[src/rtl/n_sipo_rx.sv]
// n_sipo_rx: serial-to-parallel receiver for the N-bit serial shift link.
// Collects N serial bits (MSB first) into a word and presents it through a
// one-word holding buffer with a valid/ready handshake. A sticky flag
// reports completed words dropped because the consumer stalled.
//
// Ports:
//   clk        in   clock, rising edge
//   rst        in   asynchronous active-low reset
//   si         in   serial data bit
//   si_en      in   bit strobe, si sampled when 1
//   flush      in   synchronous discard of the partial word
//   dout       out  [N-1:0] received word, stable while dout_valid=1
//   dout_valid out  dout holds an unconsumed word
//   dout_ready in   consumer accepts the word when dout_valid=1
//   ovf        out  sticky overflow flag
//   ovf_clr    in   synchronous clear of ovf
//   busy       out  partial word in progress (combinational)
module n_sipo_rx #(
  parameter int unsigned N = 4
) (
  input  logic         clk,
  input  logic         rst,
  input  logic         si,
  input  logic         si_en,
  input  logic         flush,
  output logic [N-1:0] dout,
  output logic         dout_valid,
  input  logic         dout_ready,
  output logic         ovf,
  input  logic         ovf_clr,
  output logic         busy
);

  localparam int unsigned CW = $clog2(N);

  logic [N-1:0]  sr;
  logic [CW-1:0] cnt;
  logic [N-1:0]  word;
  logic          sample;
  logic          complete;
  logic          load;
  logic          drop;
  logic          drain;

  always_comb begin
    word     = {sr[N-2:0], si};
    sample   = si_en & ~flush;
    complete = sample & (cnt == CW'(N - 1));
    drain    = dout_valid & dout_ready;
    // A completion may load when the buffer is empty or empties on this edge.
    load     = complete & (~dout_valid | dout_ready);
    drop     = complete & dout_valid & ~dout_ready;
  end

  assign busy = (cnt != '0);

  // Bit collection
  always_ff @(posedge clk or negedge rst) begin
    if (!rst) begin
      sr  <= '0;
      cnt <= '0;
    end else if (flush) begin
      sr  <= '0;
      cnt <= '0;
    end else if (si_en) begin
      sr  <= word;
      cnt <= complete ? '0 : cnt + CW'(1);
    end
  end

  // Holding buffer and handshake
  always_ff @(posedge clk or negedge rst) begin
    if (!rst) begin
      dout       <= '0;
      dout_valid <= 1'b0;
    end else if (load) begin
      dout       <= word;
      dout_valid <= 1'b1;
    end else if (drain) begin
      dout_valid <= 1'b0;
    end
  end

  // Overflow flag: a drop on the same edge as a clear wins
  always_ff @(posedge clk or negedge rst) begin
    if (!rst) begin
      ovf <= 1'b0;
    end else if (drop) begin
      ovf <= 1'b1;
    end else if (ovf_clr) begin
      ovf <= 1'b0;
    end
  end

endmodule

[config.mk]
export PLATFORM = sky130hd
export DESIGN_NAME = n_sipo_rx
export DESIGN_NICKNAME = d
export VERILOG_FILES = /design/src/rtl/n_sipo_rx.sv
export SDC_FILE = /design/constraint.sdc
export NUM_CORES = 1
export LEC_CHECK = 0
export ABC_CLOCK_PERIOD_IN_PS = 2600
export BUFFER_PORTS_ARGS = -buffer_cell sky130_fd_sc_hd__buf_2
export CAP_MARGIN = 20
export CORE_AREA = 3 3 40 42
export CTS_BUF_LIST = sky130_fd_sc_hd__clkbuf_16
export CTS_CLUSTER_SIZE = 14
export DETAILED_ROUTE_END_ITERATION = 16
export DIE_AREA = 0 0 43 45
export GPL_ROUTABILITY_DRIVEN = 0
export PLACE_DENSITY_LB_ADDON = 0.2
export SYNTH_ARGS = -nofsm -noshare
export SYNTH_HDL_FRONTEND = slang
export SYNTH_SLANG_ARGS = --single-unit
export TNS_END_PERCENT = 30
[constraint.sdc]
create_clock -name clk -period 2.6 [get_ports clk]
set_clock_uncertainty 0.05 [all_clocks]
set_input_delay 0.39 -clock clk [delete_from_list [all_inputs] [get_ports clk]]
set_output_delay 0.39 -clock clk [all_outputs]
set_load 0.01 [all_outputs]
# Yosys cells after proc, flatten, opt, wreduce, memory -nomap -nowiden
# Cells that the tools add are included.
# classes
n_reduce_logical	4
n_eq_ne	1
add_sub_neg	1
bitwise	10
muxes	9
# op_table
cell	count
$reduce_bool 2->1	4
$and 1x1->1	6
$mux 2	3
$mux 3	2
$mux 1	4
$not 1->1	3
$add 2x1->2 const B	1
$eq 2x2->1 const B	1
$or 1x1->1	1
# word_totals
out_inout_bits	7
in_bits	7
register_bits	11
word_cells	30

# Longest topological paths before layout
# depth
ltp_word	6
ltp_mapped	4
depth_no_buf	4

# Least setup slack after synthesis
# OpenSTA, ideal clock, no wires.
# synth_path
path_type	reg2reg
from	register cnt[0]
to	register dout[0]
period_less_slack_ps	1334
slack_ps	1266
setup_ps	125
n_path_buf	0
t_required_ps	2425
stages_incl_launch_ff	5
arrival_time_ps	1159
cell_sequence	dfrtp_1 -> ha_1 -> nand3b_4 -> nor2b_4 -> mux2_4
# synth_via
elab_chain_len	3
# synth_rtl
item	line_no	text
start: declaration	37	logic [CW-1:0] cnt;
start signal: assignment	67	cnt <= complete ? '0 : cnt + CW'(1);
$eq 2x2->1	48	complete = sample & (cnt == CW'(N - 1));
$and 1x1->1	48	
$and 1x1->1	51	load = complete & (~dout_valid | dout_ready);
end signal: assignment	77	dout <= word;
end: declaration	26	output logic [N-1:0] dout,
# No other way between the ends.
# A chain may end at the register's enable or synchronous reset.

# Worst setup path in the final report
# layout_path
from	register cnt[0]
to	output port busy
# layout_via
elab_chain_len	1
# layout_rtl
item	line_no	text
$reduce_bool 2->1	55	assign busy = (cnt != '0);
end: declaration	31	output logic busy
# No other way between the ends.

==> qor.yml <==
layout_common_cells: "buf_2, dfrtp_1, inv_1, nor2_1"
ant_nets: 0
clkTransAtPathRegs_ps: 40
root_buffer: "clkbuf_16"
finalHoldViolations: 0
cts_buffer_depth: 2
num_antenna_cells: 0
initial_core_util_pct: 39.8
cap_violations: 0
path_common_cell: "inv_1"
fin_crit_sh_pct: 55.6
tightest_slew_ps: 249
die_w_um: 43
fp-row-count: 13
yosysUniqueCellTypes: 14
grt_max_degree: 12
min_from: "ovf_clr"
grt_pass1_wl_mm: 1.43
p_comb_share_pct: 8.1
syn-num-nets: 48
top_level_ports: 14
vias: 322
cts_tree: "done"
reg2reg_slack_ps: 1180
ys.warnings.count: 0
post-cts-setup-buffers: 0
drc: 0
worstPathMaxFanout: 4
max_freq_mhz: 692
grt_overflow: 0
layout_commonest_cell: "buf_2"
status: "finished clean"
wl_um: 816
yosysSeqAreaShare_pct: 53.8
numCtsBuffers: 3
n_fill_cell: 119
crit_slowest_cell: "dfrtp_1"
finalSetupViolCount: 0
r2r-start: "cnt[0]"
min_to: "ovf"
dp_hpwl_um: 617
syn2layout_area_growth_pct: 31.5
grt.total_usage_pct: 10.8
p_leak_nw: 0.394
pwr-share-clk_pct: 54.7
p_int_mw: 0.402
power_mw: 0.498
insertion_delay_ps: 240
netlist_area_um2: 512
rsz0062_at_grt: "false"
grt_pass1_vias: 318
r2r_end: "dout[2]"
cp-end-kind: "output pin"
maxSlewViolCount: 0
vdd_drop_max_mv: 0.366
firstDrtPassIters: 1
synthCells: 39
relSlewSlack_pct: 83.4
hold_depth: 2
p_sw_share_pct: 19.2
reg2reg_depth: 4
cts.sinks: 11
critPathKind: "flop to output pin"
viasPerCell: 4.54
arrival_ps: 1010
min_period_ps: 1450
hold_class: "primary input to flop"
critPathMaxStageDelay_ps: 380
layout-drive-gt1-share_pct: 39.3
core_area_mm2: 0.00128
die_y_um: 45
ys_ff_latch: 11
worstPathCellList: "inv_1, ha_1, inv_1, buf_2"
power_density_mw_per_mm2: 739
crit_path_start_kind: "flop"
switchingPower_mw: 0.0955
fin_nets: 66
syn-mean-instance-area_um2: 13.1
wl_per_cell_um: 11.5
critPathRequiredTime_ps: 2160
finalCoreUtilization_pct: 52.4
port_buffers: 13
antenna_found_initial: 0
fin_tns_setup_ps: 0
drtIter0Drc: 0
cts_htree_levels: 1
power_frac_seq_pct: 37.2
die_area_mm2: 0.00194
-- worst max-delay path by stage --
stage | from | endpoint | slack [ps] | cells after the start
2_1_floorplan | cnt[0] | dout[0] | 1270 | 4
3_3_place_gp | cnt[0] | dout[2] | 1190 | 4
3_5_place_dp | si_en | dout[0] | 1180 | 4
4_1_cts | cnt[0] | busy | 1140 | 4
5_1_grt | cnt[0] | busy | 1050 | 4
6_report | cnt[0] | busy | 1150 | 4
-- cell type report --
cell class / count / area (um2) / area share, %
clock inverters: 1 / 3.75 / 0.558
well taps: 15 / 18.8 / 2.79
inverters: 5 / 18.8 / 2.79
multi-input cells: 22 / 206 / 30.7
repair buffers: 14 / 75.1 / 11.2
flip-flops and latches: 11 / 275 / 40.9
clock buffers: 3 / 75.1 / 11.2
-- routing by layer --
metal	vias to the layer above	wire (um)	track usage (%)
li1	160	-	-
met1	144	379	13.5
met2	13	331	13.8
met3	5	76	5.18
met4	0	29	9.04
met5	-	0	0
-- logic make-up (layout without fill, tap and decap cells) --
| group | after synthesis | after routing | share of synthesized area, % |
|---|---|---|---|
| compound gates | 2 | 2 | 2.20 |
| fa+ha+maj | 2 | 2 | 4.89 |
| buf+inv | 6 | 23 | 5.87 |
| flops | 11 | 11 | 53.8 |
| mux | 8 | 8 | 19.6 |
| simple gates | 10 | 10 | 13.7 |
-- worst max-delay path: cells and delay by family (launching register included) --
family / cells / cell delay (ps)
adder cells (fa/ha/maj): 1 / 180
flip-flops: 1 / 380
buffers and inverters: 3 / 210
-- power groups by stage --
stage	logic (mW)	registers (mW)	clock network, mW
2_1_floorplan	0.0226	0.189	0
3_3_place_gp	0.0400	0.188	0
3_5_place_dp	0.0404	0.187	0
4_1_cts	0.0416	0.185	0.280
5_1_grt	0.0463	0.186	0.290
6_report	0.0405	0.185	0.272
-- cell usage after synthesis, drive strengths merged --
master | number | area share [%]
nor2 | 5 | 3.7
nand2b | 1 | 1.2
inv | 5 | 3.7
nand3b | 1 | 3.9
nand2 | 1 | 0.73
dfrtp | 11 | 54
mux2 | 4 | 12
ha | 2 | 4.9
buf | 1 | 2.2
o22ai | 1 | 1.2
nor2b | 1 | 2.7
a21oi | 1 | 0.98
nor3b | 1 | 1.5
mux2i | 4 | 7.8
-- flip-flops by register name, indices dropped and copies added, names as in the netlist --
| signal | count |
|---|---|
| ovf | 1 |
| sr | 3 |
| dout_valid | 1 |
| dout | 4 |
| cnt | 2 |
-- stage by stage --
stage          hold slack (ps)  worst slack [ps]  cells  area, um2
2_1_floorplan             44.4              1270     39        512
3_3_place_gp               219              1190     66        584
3_5_place_dp               221              1180     66        584
4_1_cts                    299              1140     71        673
5_1_grt                    307              1050     71        673
6_report                   301              1150     71        673
-- repair_timing --
action	4_1_cts	5_1_grt
gates resized for setup	0	0
hold endpoints to repair	11	0
hold buffers	1	0
Note: power is estimated with default switching activity, not from simulation.
